## config.mk

```make
export PLATFORM = sky130hd
export DESIGN_NAME = gshare_btb_predictor
export DESIGN_NICKNAME = d
export VERILOG_FILES = /design/src/rtl/gshare_btb_predictor_pkg.sv /design/src/rtl/gshare_btb_predictor_sat_counter_update.sv /design/src/rtl/gshare_btb_predictor.sv
export SDC_FILE = /design/constraint.sdc
export NUM_CORES = 2
export LEC_CHECK = 0
export ABC_AREA = 1
export ABC_CLOCK_PERIOD_IN_PS = 11280
export BUFFER_PORTS_ARGS = -buffer_cell sky130_fd_sc_hd__buf_2
export CORE_MARGIN = 8
export CORE_UTILIZATION = 40
export CTS_CLUSTER_SIZE = 12
export DETAILED_ROUTE_END_ITERATION = 10
export PLACE_DENSITY_LB_ADDON = 0.15
export SLEW_MARGIN = 20
export SYNTH_ARGS = -nofsm -noshare
export SYNTH_HDL_FRONTEND = slang
export SYNTH_MEMORY_MAX_BITS = 65536
export SYNTH_SLANG_ARGS = --single-unit
```

## constraint.sdc

```tcl
create_clock -name clk -period 11.28 [get_ports clk]
set_clock_uncertainty 0.05 [all_clocks]
set_input_delay 1.128 -clock clk [delete_from_list [all_inputs] [get_ports clk]]
set_output_delay 1.128 -clock clk [all_outputs]
set_load 0.05 [all_outputs]
```

## src/rtl/gshare_btb_predictor_pkg.sv

```systemverilog
// Shared types, default sizes and counter helpers for the gshare/BTB predictor.
package gshare_btb_predictor_pkg;

  // Controller states: table clearing after reset, then normal operation.
  typedef enum logic [0:0] {
    ST_INIT = 1'b0,
    ST_RUN  = 1'b1
  } pred_state_e;

  // Width of the resolve statistics counters.
  localparam int STAT_BITS = 32;

  // Default sizes; these also set the widths of the lk_* fields that ride
  // through the FE->DE->AGEX latches and come back as up_*.
  localparam int DEF_DBITS        = 32;
  localparam int DEF_BHR_BITS     = 8;
  localparam int DEF_PT_IDX_BITS  = 8;
  localparam int DEF_BTB_IDX_BITS = 6;
  localparam int DEF_CTR_BITS     = 2;

  function automatic int max_int(input int a, input int b);
    return (a > b) ? a : b;
  endfunction

  // Weakly-not-taken value: the largest value whose MSB is still clear.
  function automatic int ctr_weak_nt(input int ctr_bits);
    return (1 << (ctr_bits - 1)) - 1;
  endfunction

endpackage

```

## src/rtl/gshare_btb_predictor_sat_counter_update.sv

```systemverilog
// Next-value logic for a saturating up/down counter (no wrap at either end).
module sat_counter_update
  import gshare_btb_predictor_pkg::*;
#(
  parameter int CTR_BITS = DEF_CTR_BITS
) (
  input  logic [CTR_BITS-1:0] ctr_cur,
  input  logic                inc,
  output logic [CTR_BITS-1:0] ctr_next
);

  // Step toward the requested end, holding once the end is reached.
  always_comb begin
    ctr_next = ctr_cur;
    if (inc) begin
      if (ctr_cur != '1) ctr_next = ctr_cur + CTR_BITS'(1);
    end else begin
      if (ctr_cur != '0) ctr_next = ctr_cur - CTR_BITS'(1);
    end
  end

endmodule

```

## src/rtl/gshare_btb_predictor.sv

```systemverilog
// Gshare direction predictor plus direct-mapped BTB. FE looks up
// combinationally; AGEX resolves and updates at the clock edge. After reset
// the block clears its own tables before raising ready.
module gshare_btb_predictor
  import gshare_btb_predictor_pkg::*;
#(
  parameter int DBITS        = DEF_DBITS,
  parameter int BHR_BITS     = DEF_BHR_BITS,
  parameter int PT_IDX_BITS  = DEF_PT_IDX_BITS,
  parameter int BTB_IDX_BITS = DEF_BTB_IDX_BITS,
  parameter int CTR_BITS     = DEF_CTR_BITS
) (
  input  logic                    clk,
  input  logic                    reset,
  output logic                    ready,
  input  logic [DBITS-1:0]        lk_pc,
  output logic                    lk_taken,
  output logic                    lk_hit,
  output logic [DBITS-1:0]        lk_target,
  output logic [PT_IDX_BITS-1:0]  lk_pt_idx,
  output logic [BTB_IDX_BITS-1:0] lk_btb_idx,
  input  logic                    up_valid,
  input  logic                    up_is_cond,
  input  logic [DBITS-1:0]        up_pc,
  input  logic                    up_taken,
  input  logic [DBITS-1:0]        up_target,
  input  logic [PT_IDX_BITS-1:0]  up_pt_idx,
  input  logic [BTB_IDX_BITS-1:0] up_btb_idx,
  input  logic                    up_mispred,
  output logic [BHR_BITS-1:0]     bhr_out,
  output logic [STAT_BITS-1:0]    stat_updates,
  output logic [STAT_BITS-1:0]    stat_mispreds
);

  localparam int TAG_BITS    = DBITS - BTB_IDX_BITS - 2;
  localparam int INIT_BITS   = max_int(PT_IDX_BITS, BTB_IDX_BITS);
  localparam int PT_ENTRIES  = 1 << PT_IDX_BITS;
  localparam int BTB_ENTRIES = 1 << BTB_IDX_BITS;
  localparam logic [CTR_BITS-1:0] CTR_INIT = CTR_BITS'(ctr_weak_nt(CTR_BITS));

  // Tables
  logic [CTR_BITS-1:0] pt_mem         [PT_ENTRIES];
  logic                btb_valid_mem  [BTB_ENTRIES];
  logic [TAG_BITS-1:0] btb_tag_mem    [BTB_ENTRIES];
  logic [DBITS-1:0]    btb_target_mem [BTB_ENTRIES];

  // Control and architectural state
  pred_state_e            state_reg, state_next;
  logic [INIT_BITS-1:0]   init_idx_reg, init_idx_next;
  logic [BHR_BITS-1:0]    bhr_reg;
  logic [STAT_BITS-1:0]   stat_updates_reg, stat_mispreds_reg;

  logic                   in_run;
  logic                   up_accept;
  logic                   init_pt_en, init_btb_en;
  logic                   pt_init_we, btb_init_we;
  logic [CTR_BITS-1:0]    pt_ctr_next;
  logic [BHR_BITS:0]      bhr_shifted;
  logic [TAG_BITS-1:0]    lk_tag;
  logic                   lk_tag_match;
  logic                   unused_bits;

  assign in_run    = (state_reg == ST_RUN);
  assign up_accept = in_run && up_valid && !reset;

  // Only part of the clearing sweep addresses the smaller table.
  if (PT_IDX_BITS < INIT_BITS) begin : g_pt_short
    assign init_pt_en = ~|init_idx_reg[INIT_BITS-1:PT_IDX_BITS];
  end else begin : g_pt_full
    assign init_pt_en = 1'b1;
  end

  if (BTB_IDX_BITS < INIT_BITS) begin : g_btb_short
    assign init_btb_en = ~|init_idx_reg[INIT_BITS-1:BTB_IDX_BITS];
  end else begin : g_btb_full
    assign init_btb_en = 1'b1;
  end

  assign pt_init_we  = (state_reg == ST_INIT) && !reset && init_pt_en;
  assign btb_init_we = (state_reg == ST_INIT) && !reset && init_btb_en;

  // Controller state register; reset always restarts the clearing sweep.
  always_ff @(posedge clk) begin
    if (reset) begin
      state_reg    <= ST_INIT;
      init_idx_reg <= '0;
    end else begin
      state_reg    <= state_next;
      init_idx_reg <= init_idx_next;
    end
  end

  // Sweep every index of the larger table once, then stay in RUN.
  always_comb begin
    state_next    = state_reg;
    init_idx_next = init_idx_reg;
    case (state_reg)
      ST_INIT: begin
        init_idx_next = init_idx_reg + INIT_BITS'(1);
        if (&init_idx_reg) state_next = ST_RUN;
      end
      ST_RUN: begin
        state_next = ST_RUN;
      end
      default: begin
        state_next    = ST_INIT;
        init_idx_next = '0;
      end
    endcase
  end

  sat_counter_update #(
    .CTR_BITS (CTR_BITS)
  ) u_sat_counter_update (
    .ctr_cur  (pt_mem[up_pt_idx]),
    .inc      (up_taken),
    .ctr_next (pt_ctr_next)
  );

  // Pattern table: cleared to weak-not-taken, trained by conditional branches.
  always_ff @(posedge clk) begin
    if (pt_init_we) begin
      pt_mem[init_idx_reg[PT_IDX_BITS-1:0]] <= CTR_INIT;
    end else if (up_accept && up_is_cond) begin
      pt_mem[up_pt_idx] <= pt_ctr_next;
    end
  end

  // BTB: invalidated during the sweep, filled by every taken branch or jump.
  always_ff @(posedge clk) begin
    if (btb_init_we) begin
      btb_valid_mem[init_idx_reg[BTB_IDX_BITS-1:0]]  <= 1'b0;
      btb_tag_mem[init_idx_reg[BTB_IDX_BITS-1:0]]    <= '0;
      btb_target_mem[init_idx_reg[BTB_IDX_BITS-1:0]] <= '0;
    end else if (up_accept && up_taken) begin
      btb_valid_mem[up_btb_idx]  <= 1'b1;
      btb_tag_mem[up_btb_idx]    <= up_pc[DBITS-1:BTB_IDX_BITS+2];
      btb_target_mem[up_btb_idx] <= up_target;
    end
  end

  assign bhr_shifted = {bhr_reg, up_taken};

  // Global history and resolve statistics; both counters wrap naturally.
  always_ff @(posedge clk) begin
    if (reset) begin
      bhr_reg           <= '0;
      stat_updates_reg  <= '0;
      stat_mispreds_reg <= '0;
    end else if (up_accept) begin
      if (up_is_cond) bhr_reg <= bhr_shifted[BHR_BITS-1:0];
      stat_updates_reg  <= stat_updates_reg + STAT_BITS'(1);
      stat_mispreds_reg <= stat_mispreds_reg + STAT_BITS'(up_mispred);
    end
  end

  assign lk_tag       = lk_pc[DBITS-1:BTB_IDX_BITS+2];
  assign lk_tag_match = btb_valid_mem[lk_btb_idx] && (btb_tag_mem[lk_btb_idx] == lk_tag);

  // Zero-latency lookup against the current (pre-update) tables and history.
  always_comb begin
    lk_btb_idx = lk_pc[BTB_IDX_BITS+1:2];
    lk_pt_idx  = lk_pc[PT_IDX_BITS+1:2] ^ PT_IDX_BITS'(bhr_reg);
    lk_hit     = in_run && lk_tag_match;
    lk_taken   = lk_hit && pt_mem[lk_pt_idx][CTR_BITS-1];
    lk_target  = lk_taken ? btb_target_mem[lk_btb_idx] : (lk_pc + DBITS'(4));
  end

  assign ready         = in_run;
  assign bhr_out       = bhr_reg;
  assign stat_updates  = stat_updates_reg;
  assign stat_mispreds = stat_mispreds_reg;

  // Bits that are deliberately ignored: byte offsets and the history overflow bit.
  assign unused_bits = ^{lk_pc[1:0], up_pc[BTB_IDX_BITS+1:0], bhr_shifted[BHR_BITS]};

endmodule

```

==> impl_metrics.toml <==
[global_route]
antenna_found_initial = 33
groute.usage.overall_pct = 24.6
overflow = 0
grt_pass1_vias = 112000
grt_first_pass_wirelength_mm = 830
grt_max_degree = 191

[clocking]
cts_sinks = 4241
postCtsSetupRepairBufs = 0
cts_tree = "done"
clockRootBuffer = "clkbuf_16"
path_clk_slew_ns = 0.06
post_cts_resized = 0
cts_buffer_depth = 4
htreeDepth = 5
insertion_delay_ns = 1.00
hold_buffers = 0
cts_buffers = 452

[routing]
via_per_inst = 5.68
firstDrtPassIters = 5
wl_per_cell_um = 27.9
routed_wl_mm = 589
num_vias = 120000
drc = 0
ant_nets = 0
dr.first_iter.drc_count = 12900

[placed_design]
place.gp.congestion = 0.832
port_buffers = 228
place_hpwl_mm = 309

[flow_run]
max_cap_violations = 0

[layout]
fin_nets = 15100
largest_register = "btb_target_mem"
largest_register_ffs = 2048
top_regs = "btb_target_mem: 2048 flops, btb_tag_mem: 1536 flops, pt_mem: 512 flops"
syn_to_final_growth_pct = 12.5
drive_above_1_share_pct = 8.58

[min_path]
hold_class = "in2reg"

[power_and_ir_drop]
leakage_nw = 74.1
finalPower_mw = 32.9
power.density_mw_per_mm2 = 167
ir_worst_vdd_v = 0.000132

[synth]
seq_area_frac_synth_pct = 72.4
syn_area_mm2 = 0.175
netlist_top_cells_area = "edfxtp_1 72%, nor2_1 5.7%, o21ai_0 5.1%"
synthesis.nets = 15100
syn_area_per_cell_um2 = 11.7
synth-async-reset-ratio_pct = 0
synth_flop_cell = "edfxtp_1"
yosysUniqueCellTypes = 51
synth_top_area_cell = "edfxtp_1"
yosys.area.top_type_share_pct = 71.5
synth_warnings = 0
synthTopCellsByCount = "4,160 x edfxtp_1, 2,637 x nor2_1, 2,388 x nand2_1, 1,794 x o21ai_0, 988 x nand3_1"
synth_edf_count = 4160
yosys.cell_count.top_type = "edfxtp_1"
synthCells = 14900
yosys_register_bits = 4241

[timing]
rsz0062_at_grt = "false"
relSlewSlack_pct = 21.4
worst_pin_slew_ns = 1.17
hold_violations = 0
setup_viol = 0
min_period_ns = 7.99
final.period_utilization_pct = 70.8
final_max_slew_viol_count = 0
fmax_mhz = 125
tns_ns = 0

[setup_path]
startpoint_type = "input pin"
crit_type = "in2out"
slowest_delay_ns = 0.70
endpoint_kind = "primary output"
slowest_stage = "buf_4"
critPathMaxFanout = 89
crit_top_cell = "nand2_1"
crit_arrival_ns = 6.81
critical_path_required_ns = 10.10

[die]
start_util_pct = 40.2
std_cell_rows = 242
die_x_um = 677
die-area_mm2 = 0.458
fp.coreArea_mm2 = 0.435
io_pins = 237
dieHeight_um = 677

[outcome]
status = "finished clean"
## cell type report
cell class	count	area [um2]
inverter	579	2230
timing repair buffer	563	4360
tap	5734	7170
multi-input combinational	9135	42700
clock buffer	590	11900
clock inverter	213	1600
sequential	4241	127000
fill	40000	238000
antenna	20	50.0
## logic make-up (layout without fill, tap and decap cells)
kind of cell               count (synthesis)  after routing  share of synthesized area [%]
AOI/OAI and AO/OA                       2942           2942                           9.50
xor gates and xnor gates                  39             39                          0.200
adders and majority gates                  5              5                         0.0358
buffers and inverters                   1569           1945                           3.71
DFF                                     4241           4241                           72.4
other                                      0             20                              0
and+or+nand+nor                         6149           6149                           14.1
## per-stage QoR
step                worst slack (ns)  hold WS (ns)  instances  area [um2]  utilization [%]
floorplan                      0.924         0.429      14900      175000                -
global placement                3.36         0.425      20200      183000             42.0
detailed placement              3.31         0.431      20200      183000             42.1
CTS                             3.36         0.336      21100      196000             45.2
global route                    2.98         0.389      21100      197000             45.2
finish                          3.29         0.413      21100      197000             45.2
## metal layers
layer	up-vias	share of wire, %	wire length, um	track usage [%]
met1	60800	43	252000	34.3
met2	4564	46	273000	39.8
met3	924	7.0	41400	3.35
met5	-	0.0022	13	0
met4	2	3.8	22400	8.42
li1	53300	-	-	-
## critical path, delay by kind of cell
family        cells  cell delay [ns]
buf+inv           9             3.04
simple gates     18             2.27
## path summary, 6_finish.rpt
path,from,end,slack [ns],depth (start not counted)
worst max-delay path,lk_pc[2],lk_target[25],3.29,27
worst min-delay path,up_mispred,stat_mispreds[0],0.41,4
worst max register to register,ready,btb_target_mem[4][20],5.04,12
worst min register to register,stat_updates[22],stat_updates[22],0.44,2
## where the power goes
part | internal (mW) | switching, mW | total, mW
Sequential | 17.1 | 0.00782 | 17.1
Combinational | 0.479 | 1.39 | 1.87
Clock | 7.77 | 6.17 | 13.9
Total | 25.3 | 7.57 | 32.9
## layout by cell type (no fill, tap or decap), drive strengths merged, types with 3 or more instances in the layout
cell type  Yosys  final
a31oi         54     54
o211ai       121    121
o21a           9      9
nor3          47     47
ha             5      5
xor2          31     31
dfxtp         81     81
nor4           8      8
and3           4      4
bufinv         0     17
clkinvlp       0      5
a211oi         4      4
inv          561    571
nor2        2643   2643
buf          377    562
edfxtp      4160   4160
a221oi        10     10
a32oi          3      3
a32o           6      6
nand3        990    990
diode          0     20
nand4         34     34
a221o         15     15
xnor2          8      8
clkbuf       613    591
o21ai       1849   1849
nand3b         5      5
o221ai       199    199
nand2       2393   2393
o22ai        436    436
a21oi        229    229
or2           23     23
clkinv        18    199
Power figures use the tool's default switching activity.
